[src/rtl/boss_ctrl_if.sv]
`default_nettype none
// ============================================================================
//  Module     : boss_ctrl_if
//  Purpose    : Bundles the game-side inputs and boss-side outputs exchanged
//               between the stage-3 boss controller and its environment.
//  Ports      : state[3:0]      game state
//               tick            one-cycle pulse per video frame
//               player_x/y[8:0] player top-left position
//               hit             player attack overlaps the boss
//               boss_x/y[8:0]   boss top-left position
//               boss_state[3:0] sprite-sheet frame index
//               boss_hp[3:0]    remaining hit points
//               boss_dead       boss is in its dead pose
//  Revision   : 1.0  initial release
// ============================================================================
interface boss_ctrl_if;
   logic [3:0] state;
   logic       tick;
   logic [8:0] player_x;
   logic [8:0] player_y;
   logic       hit;
   logic [8:0] boss_x;
   logic [8:0] boss_y;
   logic [3:0] boss_state;
   logic [3:0] boss_hp;
   logic       boss_dead;

   // Game side drives the controls and observes the boss.
   modport master (
      output state, tick, player_x, player_y, hit,
      input  boss_x, boss_y, boss_state, boss_hp, boss_dead
   );

   // Boss controller side.
   modport slave (
      input  state, tick, player_x, player_y, hit,
      output boss_x, boss_y, boss_state, boss_hp, boss_dead
   );
endinterface
`default_nettype wire

[src/rtl/boss_ctrl.sv]
`default_nettype none
// ============================================================================
//  Module     : boss_ctrl
//  Purpose    : Stage-3 boss controller. Chases the player one pixel per
//               MOVE_DIV frames, takes hits, plays walk / hurt / death
//               animations, and runs the idle animation outside stage 3.
//  Ports      : clk   system clock
//               rst   synchronous active-high reset
//               bus   boss_ctrl_if.slave (game inputs, registered boss outputs)
//  Revision   : 1.0  initial release
// ============================================================================
module boss_ctrl #(
   parameter int SPAWN_X    = 150,
   parameter int SPAWN_Y    = 40,
   parameter int HP_MAX     = 5,
   parameter int MOVE_DIV   = 2,
   parameter int ANIM_DIV   = 8,
   parameter int HURT_TICKS = 30,
   parameter int X_MAX      = 310,
   parameter int Y_MAX      = 230
) (
   input  logic        clk,
   input  logic        rst,
   boss_ctrl_if.slave  bus
);

   localparam int AW = (ANIM_DIV > 1) ? $clog2(ANIM_DIV) : 1;
   localparam int MW = (MOVE_DIV > 1) ? $clog2(MOVE_DIV) : 1;

   localparam logic [3:0] C_STAGE3  = 4'd6;
   localparam logic [8:0] C_SPAWN_X = 9'(SPAWN_X);
   localparam logic [8:0] C_SPAWN_Y = 9'(SPAWN_Y);
   localparam logic [8:0] C_X_MAX   = 9'(X_MAX);
   localparam logic [8:0] C_Y_MAX   = 9'(Y_MAX);
   localparam logic [3:0] C_HP_MAX  = 4'(HP_MAX);
   localparam logic [7:0] C_HURT    = 8'(HURT_TICKS);
   localparam logic [AW-1:0] C_ANIM_LAST = AW'(ANIM_DIV - 1);
   localparam logic [MW-1:0] C_MOVE_LAST = MW'(MOVE_DIV - 1);

   localparam logic [3:0] C_FRAME_WALK  = 4'd4;
   localparam logic [3:0] C_FRAME_HURT  = 4'd8;
   localparam logic [3:0] C_FRAME_DIE0  = 4'd9;
   localparam logic [3:0] C_FRAME_DIE2  = 4'd11;

   typedef enum logic [2:0] {
      S_OFF   = 3'd0,
      S_CHASE = 3'd1,
      S_HURT  = 3'd2,
      S_DYING = 3'd3,
      S_DEAD  = 3'd4
   } fsm_t;

   fsm_t          r_fsm,      w_fsm_nxt;
   logic [8:0]    r_x,        w_x_nxt;
   logic [8:0]    r_y,        w_y_nxt;
   logic [3:0]    r_frame,    w_frame_nxt;
   logic [3:0]    r_hp,       w_hp_nxt;
   logic          r_dead,     w_dead_nxt;
   logic [AW-1:0] r_anim_cnt, w_anim_nxt;
   logic [MW-1:0] r_move_cnt, w_move_nxt;
   logic [7:0]    r_hurt_cnt, w_hurt_nxt;
   logic          r_in_stage3;

   logic          w_stage3;
   logic          w_anim_wrap;
   logic [8:0]    w_tgt_x,  w_tgt_y;
   logic [8:0]    w_step_x, w_step_y;

   assign w_stage3    = (bus.state == C_STAGE3);
   assign w_anim_wrap = (r_anim_cnt == C_ANIM_LAST);

   // Chase target is the player position limited to the on-screen range, so
   // a single-pixel step toward it can never leave [0, MAX].
   assign w_tgt_x = (bus.player_x > C_X_MAX) ? C_X_MAX : bus.player_x;
   assign w_tgt_y = (bus.player_y > C_Y_MAX) ? C_Y_MAX : bus.player_y;

   always_comb begin
      w_step_x = r_x;
      if (r_x < w_tgt_x)      w_step_x = r_x + 9'd1;
      else if (r_x > w_tgt_x) w_step_x = r_x - 9'd1;
      if (w_step_x > C_X_MAX) w_step_x = C_X_MAX;

      w_step_y = r_y;
      if (r_y < w_tgt_y)      w_step_y = r_y + 9'd1;
      else if (r_y > w_tgt_y) w_step_y = r_y - 9'd1;
      if (w_step_y > C_Y_MAX) w_step_y = C_Y_MAX;
   end

   // Next-state and output logic. Priority: leaving stage 3, entering
   // stage 3, hit, tick.
   always_comb begin
      w_fsm_nxt   = r_fsm;
      w_x_nxt     = r_x;
      w_y_nxt     = r_y;
      w_frame_nxt = r_frame;
      w_hp_nxt    = r_hp;
      w_dead_nxt  = r_dead;
      w_anim_nxt  = r_anim_cnt;
      w_move_nxt  = r_move_cnt;
      w_hurt_nxt  = r_hurt_cnt;

      if (!w_stage3) begin
         w_dead_nxt = 1'b0;
         if (r_fsm != S_OFF) begin
            // Restart the idle animation from its first frame.
            w_fsm_nxt   = S_OFF;
            w_frame_nxt = 4'd0;
            w_anim_nxt  = '0;
         end else if (bus.tick) begin
            if (w_anim_wrap) begin
               w_anim_nxt  = '0;
               w_frame_nxt = {2'b00, r_frame[1:0] + 2'd1};
            end else begin
               w_anim_nxt  = r_anim_cnt + AW'(1);
            end
         end
      end else if (!r_in_stage3) begin
         w_fsm_nxt   = S_CHASE;
         w_x_nxt     = C_SPAWN_X;
         w_y_nxt     = C_SPAWN_Y;
         w_hp_nxt    = C_HP_MAX;
         w_frame_nxt = C_FRAME_WALK;
         w_dead_nxt  = 1'b0;
         w_anim_nxt  = '0;
         w_move_nxt  = '0;
         w_hurt_nxt  = '0;
      end else begin
         case (r_fsm)
            S_CHASE: begin
               if (bus.hit) begin
                  if (r_hp <= 4'd1) begin
                     w_hp_nxt    = 4'd0;
                     w_fsm_nxt   = S_DYING;
                     w_frame_nxt = C_FRAME_DIE0;
                     w_anim_nxt  = '0;
                  end else begin
                     w_hp_nxt    = r_hp - 4'd1;
                     w_fsm_nxt   = S_HURT;
                     w_frame_nxt = C_FRAME_HURT;
                     w_hurt_nxt  = C_HURT;
                  end
               end else if (bus.tick) begin
                  if (r_move_cnt == C_MOVE_LAST) begin
                     w_move_nxt = '0;
                     w_x_nxt    = w_step_x;
                     w_y_nxt    = w_step_y;
                  end else begin
                     w_move_nxt = r_move_cnt + MW'(1);
                  end
                  if (w_anim_wrap) begin
                     w_anim_nxt  = '0;
                     w_frame_nxt = {2'b01, r_frame[1:0] + 2'd1};
                  end else begin
                     w_anim_nxt  = r_anim_cnt + AW'(1);
                  end
               end
            end
            S_HURT: begin
               if (bus.tick) begin
                  if (r_hurt_cnt <= 8'd1) begin
                     w_hurt_nxt  = 8'd0;
                     w_fsm_nxt   = S_CHASE;
                     w_frame_nxt = C_FRAME_WALK;
                     w_move_nxt  = '0;
                     w_anim_nxt  = '0;
                  end else begin
                     w_hurt_nxt  = r_hurt_cnt - 8'd1;
                  end
               end
            end
            S_DYING: begin
               if (bus.tick) begin
                  if (w_anim_wrap) begin
                     w_anim_nxt = '0;
                     if (r_frame >= C_FRAME_DIE2) begin
                        w_fsm_nxt   = S_DEAD;
                        w_frame_nxt = C_FRAME_DIE2;
                        w_dead_nxt  = 1'b1;
                     end else begin
                        w_frame_nxt = r_frame + 4'd1;
                     end
                  end else begin
                     w_anim_nxt = r_anim_cnt + AW'(1);
                  end
               end
            end
            S_DEAD: begin
               w_frame_nxt = C_FRAME_DIE2;
               w_dead_nxt  = 1'b1;
            end
            default: begin
               w_fsm_nxt = r_fsm;
            end
         endcase
      end
   end

   always_ff @(posedge clk) begin
      if (rst) begin
         r_fsm       <= S_OFF;
         r_x         <= C_SPAWN_X;
         r_y         <= C_SPAWN_Y;
         r_frame     <= 4'd0;
         r_hp        <= C_HP_MAX;
         r_dead      <= 1'b0;
         r_anim_cnt  <= '0;
         r_move_cnt  <= '0;
         r_hurt_cnt  <= '0;
         // Cleared so stage 3 held through reset counts as a fresh entry.
         r_in_stage3 <= 1'b0;
      end else begin
         r_fsm       <= w_fsm_nxt;
         r_x         <= w_x_nxt;
         r_y         <= w_y_nxt;
         r_frame     <= w_frame_nxt;
         r_hp        <= w_hp_nxt;
         r_dead      <= w_dead_nxt;
         r_anim_cnt  <= w_anim_nxt;
         r_move_cnt  <= w_move_nxt;
         r_hurt_cnt  <= w_hurt_nxt;
         r_in_stage3 <= w_stage3;
      end
   end

   assign bus.boss_x     = r_x;
   assign bus.boss_y     = r_y;
   assign bus.boss_state = r_frame;
   assign bus.boss_hp    = r_hp;
   assign bus.boss_dead  = r_dead;

endmodule
`default_nettype wire
[src/flat_wrapper.sv]
// flat-port wrapper written by rule: the top's interface ports become plain ports
module boss_ctrl_flat 
#(
   parameter int SPAWN_X    = 150,
   parameter int SPAWN_Y    = 40,
   parameter int HP_MAX     = 5,
   parameter int MOVE_DIV   = 2,
   parameter int ANIM_DIV   = 8,
   parameter int HURT_TICKS = 30,
   parameter int X_MAX      = 310,
   parameter int Y_MAX      = 230
)
  (clk, rst, bus_state, bus_tick, bus_player_x, bus_player_y, bus_hit, bus_boss_x, bus_boss_y, bus_boss_state, bus_boss_hp, bus_boss_dead);
  boss_ctrl_if bus_i ();
  input  logic clk;
  input  logic rst;
  input wire logic [$bits(bus_i.state)-1:0] bus_state;
  input wire logic [$bits(bus_i.tick)-1:0] bus_tick;
  input wire logic [$bits(bus_i.player_x)-1:0] bus_player_x;
  input wire logic [$bits(bus_i.player_y)-1:0] bus_player_y;
  input wire logic [$bits(bus_i.hit)-1:0] bus_hit;
  output wire logic [$bits(bus_i.boss_x)-1:0] bus_boss_x;
  output wire logic [$bits(bus_i.boss_y)-1:0] bus_boss_y;
  output wire logic [$bits(bus_i.boss_state)-1:0] bus_boss_state;
  output wire logic [$bits(bus_i.boss_hp)-1:0] bus_boss_hp;
  output wire logic [$bits(bus_i.boss_dead)-1:0] bus_boss_dead;
  assign bus_i.state = bus_state;
  assign bus_i.tick = bus_tick;
  assign bus_i.player_x = bus_player_x;
  assign bus_i.player_y = bus_player_y;
  assign bus_i.hit = bus_hit;
  assign bus_boss_x = bus_i.boss_x;
  assign bus_boss_y = bus_i.boss_y;
  assign bus_boss_state = bus_i.boss_state;
  assign bus_boss_hp = bus_i.boss_hp;
  assign bus_boss_dead = bus_i.boss_dead;
  boss_ctrl #(.SPAWN_X(SPAWN_X), .SPAWN_Y(SPAWN_Y), .HP_MAX(HP_MAX), .MOVE_DIV(MOVE_DIV), .ANIM_DIV(ANIM_DIV), .HURT_TICKS(HURT_TICKS), .X_MAX(X_MAX), .Y_MAX(Y_MAX)) u_core (.clk(clk), .rst(rst), .bus(bus_i));
endmodule
[config.mk]
export PLATFORM = sky130hd
export DESIGN_NAME = boss_ctrl_flat
export DESIGN_NICKNAME = d
export VERILOG_FILES = /design/src/rtl/boss_ctrl_if.sv /design/src/rtl/boss_ctrl.sv /design/src/flat_wrapper.sv
export SDC_FILE = /design/constraint.sdc
export NUM_CORES = 1
export LEC_CHECK = 0
export CORE_MARGIN = 3
export CORE_UTILIZATION = 40
export CTS_CLUSTER_SIZE = 25
export DETAILED_ROUTE_END_ITERATION = 10
export GPL_TIMING_DRIVEN = 0
export SKIP_CTS_REPAIR_TIMING = 1
export SLEW_MARGIN = 20
export SYNTH_ARGS = -nofsm -noshare
export SYNTH_HDL_FRONTEND = slang
export SYNTH_SLANG_ARGS = --single-unit
[constraint.sdc]
create_clock -name clk -period 4.6 [get_ports clk]
set_input_delay 0.69 -clock clk [delete_from_list [all_inputs] [get_ports clk]]
set_output_delay 0.69 -clock clk [all_outputs]
set_load 0.03 [all_outputs]
==> flow_summary.toml <==
[sta]
drv_slew = 0
fin_crit_sh_pct = 92.0
fin_skew_ns = 0.0106
slew_headroom_pct = 53.1
fmax_mhz = 236
worst_pin_slew_ns = 0.696
fin_hold_ws_ns = 0.462
timing.setup.tns_ns = 0
min_period_ns = 4.23
setup_slack_ns = 0.367
rsz0062_at_grt = "no"
hold_violations = 0
setup_violations = 0

[worst_setup_path]
worstPathMaxFanout = 10
path_cells = "clkdlybuf4s50_1 > a311o_1 > a41oi_1 > nand2_1 > ha_1 > and3_1 > o21ai_2 > a31o_2 > nand2_1 > a31oi_1 > xnor2_1 > or3_1 > a21oi_1 > a211o_1"
cp_slowest_cell = "xnor2_1"
required_ns = 4.80
slowest_delay_ns = 0.52
worst_setup_path_start_kind = "input port"
path_class = "input port to flip-flop"
endpoint_kind = "flip-flop"
arrival_ns = 4.43
cp_common_cell = "nand2_1"

[cts]
htree_levels = 2
clkLatencyLatePin_ns = 0.31
cts-buffers-inserted = 5
cts-root-buf = "clkbuf_8"
clockBufferDepth = 2
cts_tree = "built"
clk_pin_slew_ns = 0.09
cts_sinks = 43

[placement]
gp_congestion = 0.833
dp_slack_ns = 0.0722
port_buffers = 49
dp_hpwl_mm = 7.66
dp.cells = 673

[global_route]
grt_overflow_total = 0
grtUsageTotal_pct = 18.8
grt_pass1_vias = 3647
antenna_found_initial = 0
grt_pass1_wl_mm = 17.3
grt_max_degree = 16

[floorplan]
pin_count = 53
fp.dieW_um = 104
fp.dieH_um = 104
row_count = 35
start_util_pct = 41.2
dieArea_sq_um = 10800
coreArea_sq_um = 9280

[yosys]
ys_top_cells_by_area = "dfxtp_1, ha_1, nand2_1"
yosys.area.top_type = "dfxtp_1"
yosysWarnings = 0
syn_inst = 495
synth-edff-count = 0
yosysTopAreaCellShare_pct = 22.5
ys_ff_latch = 43
async_flop_share_pct = 0
avgSynthCellArea_sq_um = 7.73
syn_area_sq_um = 3820
ys.flop_type = "dfxtp_1"
synth_cell_types = 78
synth_nets = 550
yosysSeqAreaShare_pct = 22.5

[outcome]
status = "complete, no violations"

[final_layout]
drive_above_1_share_pct = 9.42
nets = 606
fin_cells = 681
layout_commonest_cell = "nand2_1"
layout_common_cells = "nand2_1, nor2_1, clkdlybuf4s50_1, dfxtp_1, a21oi_1"
fin_util_pct = 49.5
n_antenna_cell = 0
nFillCells = 961
syn_to_final_growth_pct = 20.1

[detailed_routing]
vias = 3816
wl_per_cell_um = 15.0
via_per_inst = 5.60
postRouteAntennaNets = 0
first_iter_violations = 147
wirelength_mm = 10.2
drc = 0
firstDrtPassIters = 4

[power_and_ir_drop]
peakVddDrop_v = 0.000143
powerDensity_nw_per_um2 = 180
p_leak_nw = 1.74

[worst_hold_path]
hold_class = "flip-flop to flip-flop"

[run]
maxCapViolCount = 0
per-stage QoR:
stage	instance area (sq um)	power, mW
final	4590	0.826
after global routing	4590	0.870
after CTS	4590	0.838
after detailed placement	4480	0.514
after global placement	4480	0.512
after floorplan	3820	0.471
Yosys cell counts, types with 5 or more instances:
| library cell | count |
|---|---|
| nand2b_1 | 8 |
| clkbuf_1 | 8 |
| nand2_1 | 56 |
| o2111ai_1 | 6 |
| nor2_1 | 52 |
| o21ai_1 | 5 |
| a22oi_1 | 5 |
| and4_1 | 6 |
| ha_1 | 29 |
| nand3_1 | 19 |
| nand4_1 | 6 |
| nor3_1 | 15 |
| inv_1 | 16 |
| xnor2_1 | 8 |
| o211ai_1 | 5 |
| nor2b_1 | 10 |
| dfxtp_1 | 43 |
| and3_1 | 10 |
| o21ai_0 | 21 |
| mux2i_1 | 9 |
| and2_1 | 8 |
| a21o_1 | 8 |
| a21oi_1 | 38 |
| or3_1 | 6 |
| a31oi_1 | 5 |
sequential cells by signal, indices dropped and copies added (netlist names):
| register | count |
|---|---|
| u_core.r_move_cnt | 1 |
| u_core.bus.boss_hp | 4 |
| u_core.r_fsm | 3 |
| u_core.bus.boss_state | 4 |
| u_core.bus.boss_x | 9 |
| u_core.bus.boss_y | 9 |
| u_core.r_anim_cnt | 3 |
| u_core.bus.boss_dead | 1 |
| u_core.r_in_stage3 | 1 |
| u_core.r_hurt_cnt | 8 |
cell type report:
| type | instances | area [sq um] | share of cell area (%) |
|---|---|---|---|
| clock buffers | 5 | 68.8 | 1.50 |
| well taps | 129 | 161 | 3.51 |
| inverters | 16 | 60.1 | 1.31 |
| repair buffers | 49 | 490 | 10.7 |
| multi-input cells | 416 | 2770 | 60.2 |
| clock inverters | 3 | 47.5 | 1.04 |
| flip-flops and latches | 43 | 861 | 18.7 |
| plain buffers | 20 | 139 | 3.02 |
worst paths after layout:
path,cells after the start,start,endpoint,slack (ns)
worst min register to register,2,u_core.r_anim_cnt[2],u_core.r_anim_cnt[2],0.46
worst max-delay path,14,bus_player_y[0],u_core.bus.boss_y[3],0.37
worst max register to register,10,u_core.bus.boss_y[4],u_core.bus.boss_y[3],1.55
worst min-delay path,2,u_core.r_anim_cnt[2],u_core.r_anim_cnt[2],0.46
critical path, delay by kind of cell:
family,cells,cell delay (ns)
AO/OA/AOI/OAI,7,1.65
adder cells (fa/ha/maj),1,0.32
XOR/XNOR,1,0.52
buffers and inverters,1,0.42
AND/OR/NAND/NOR,4,0.81
where the power goes:
part	internal, mW	leakage (nW)	switching [mW]	total, mW
clock network	0.165	0.0587	0.155	0.320
logic	0.0608	1.33	0.0644	0.125
registers	0.376	0.348	0.00417	0.381
kinds of logic after synthesis:
| group | count (synthesis) | synth area share (%) |
|---|---|---|
| fa+ha+maj | 29 | 9.49 |
| xor+xnor | 13 | 3.17 |
| mux | 12 | 3.83 |
| flops | 43 | 22.5 |
| simple gates | 224 | 30.5 |
| buf+inv | 36 | 5.20 |
| compound gates | 137 | 25.2 |
| other cells | 1 | 0.0980 |
metal layers:
| layer | global-route usage (%) | up-vias | part of all wire, % |
|---|---|---|---|
| li1 | - | 1936 | - |
| met1 | 25.7 | 1791 | 47 |
| met2 | 31.6 | 80 | 48 |
| met3 | 2.68 | 9 | 3.7 |
| met4 | 4.08 | 0 | 0.82 |
| met5 | 0 | - | 0 |
No activity file was read; power rests on OpenSTA's default activity.
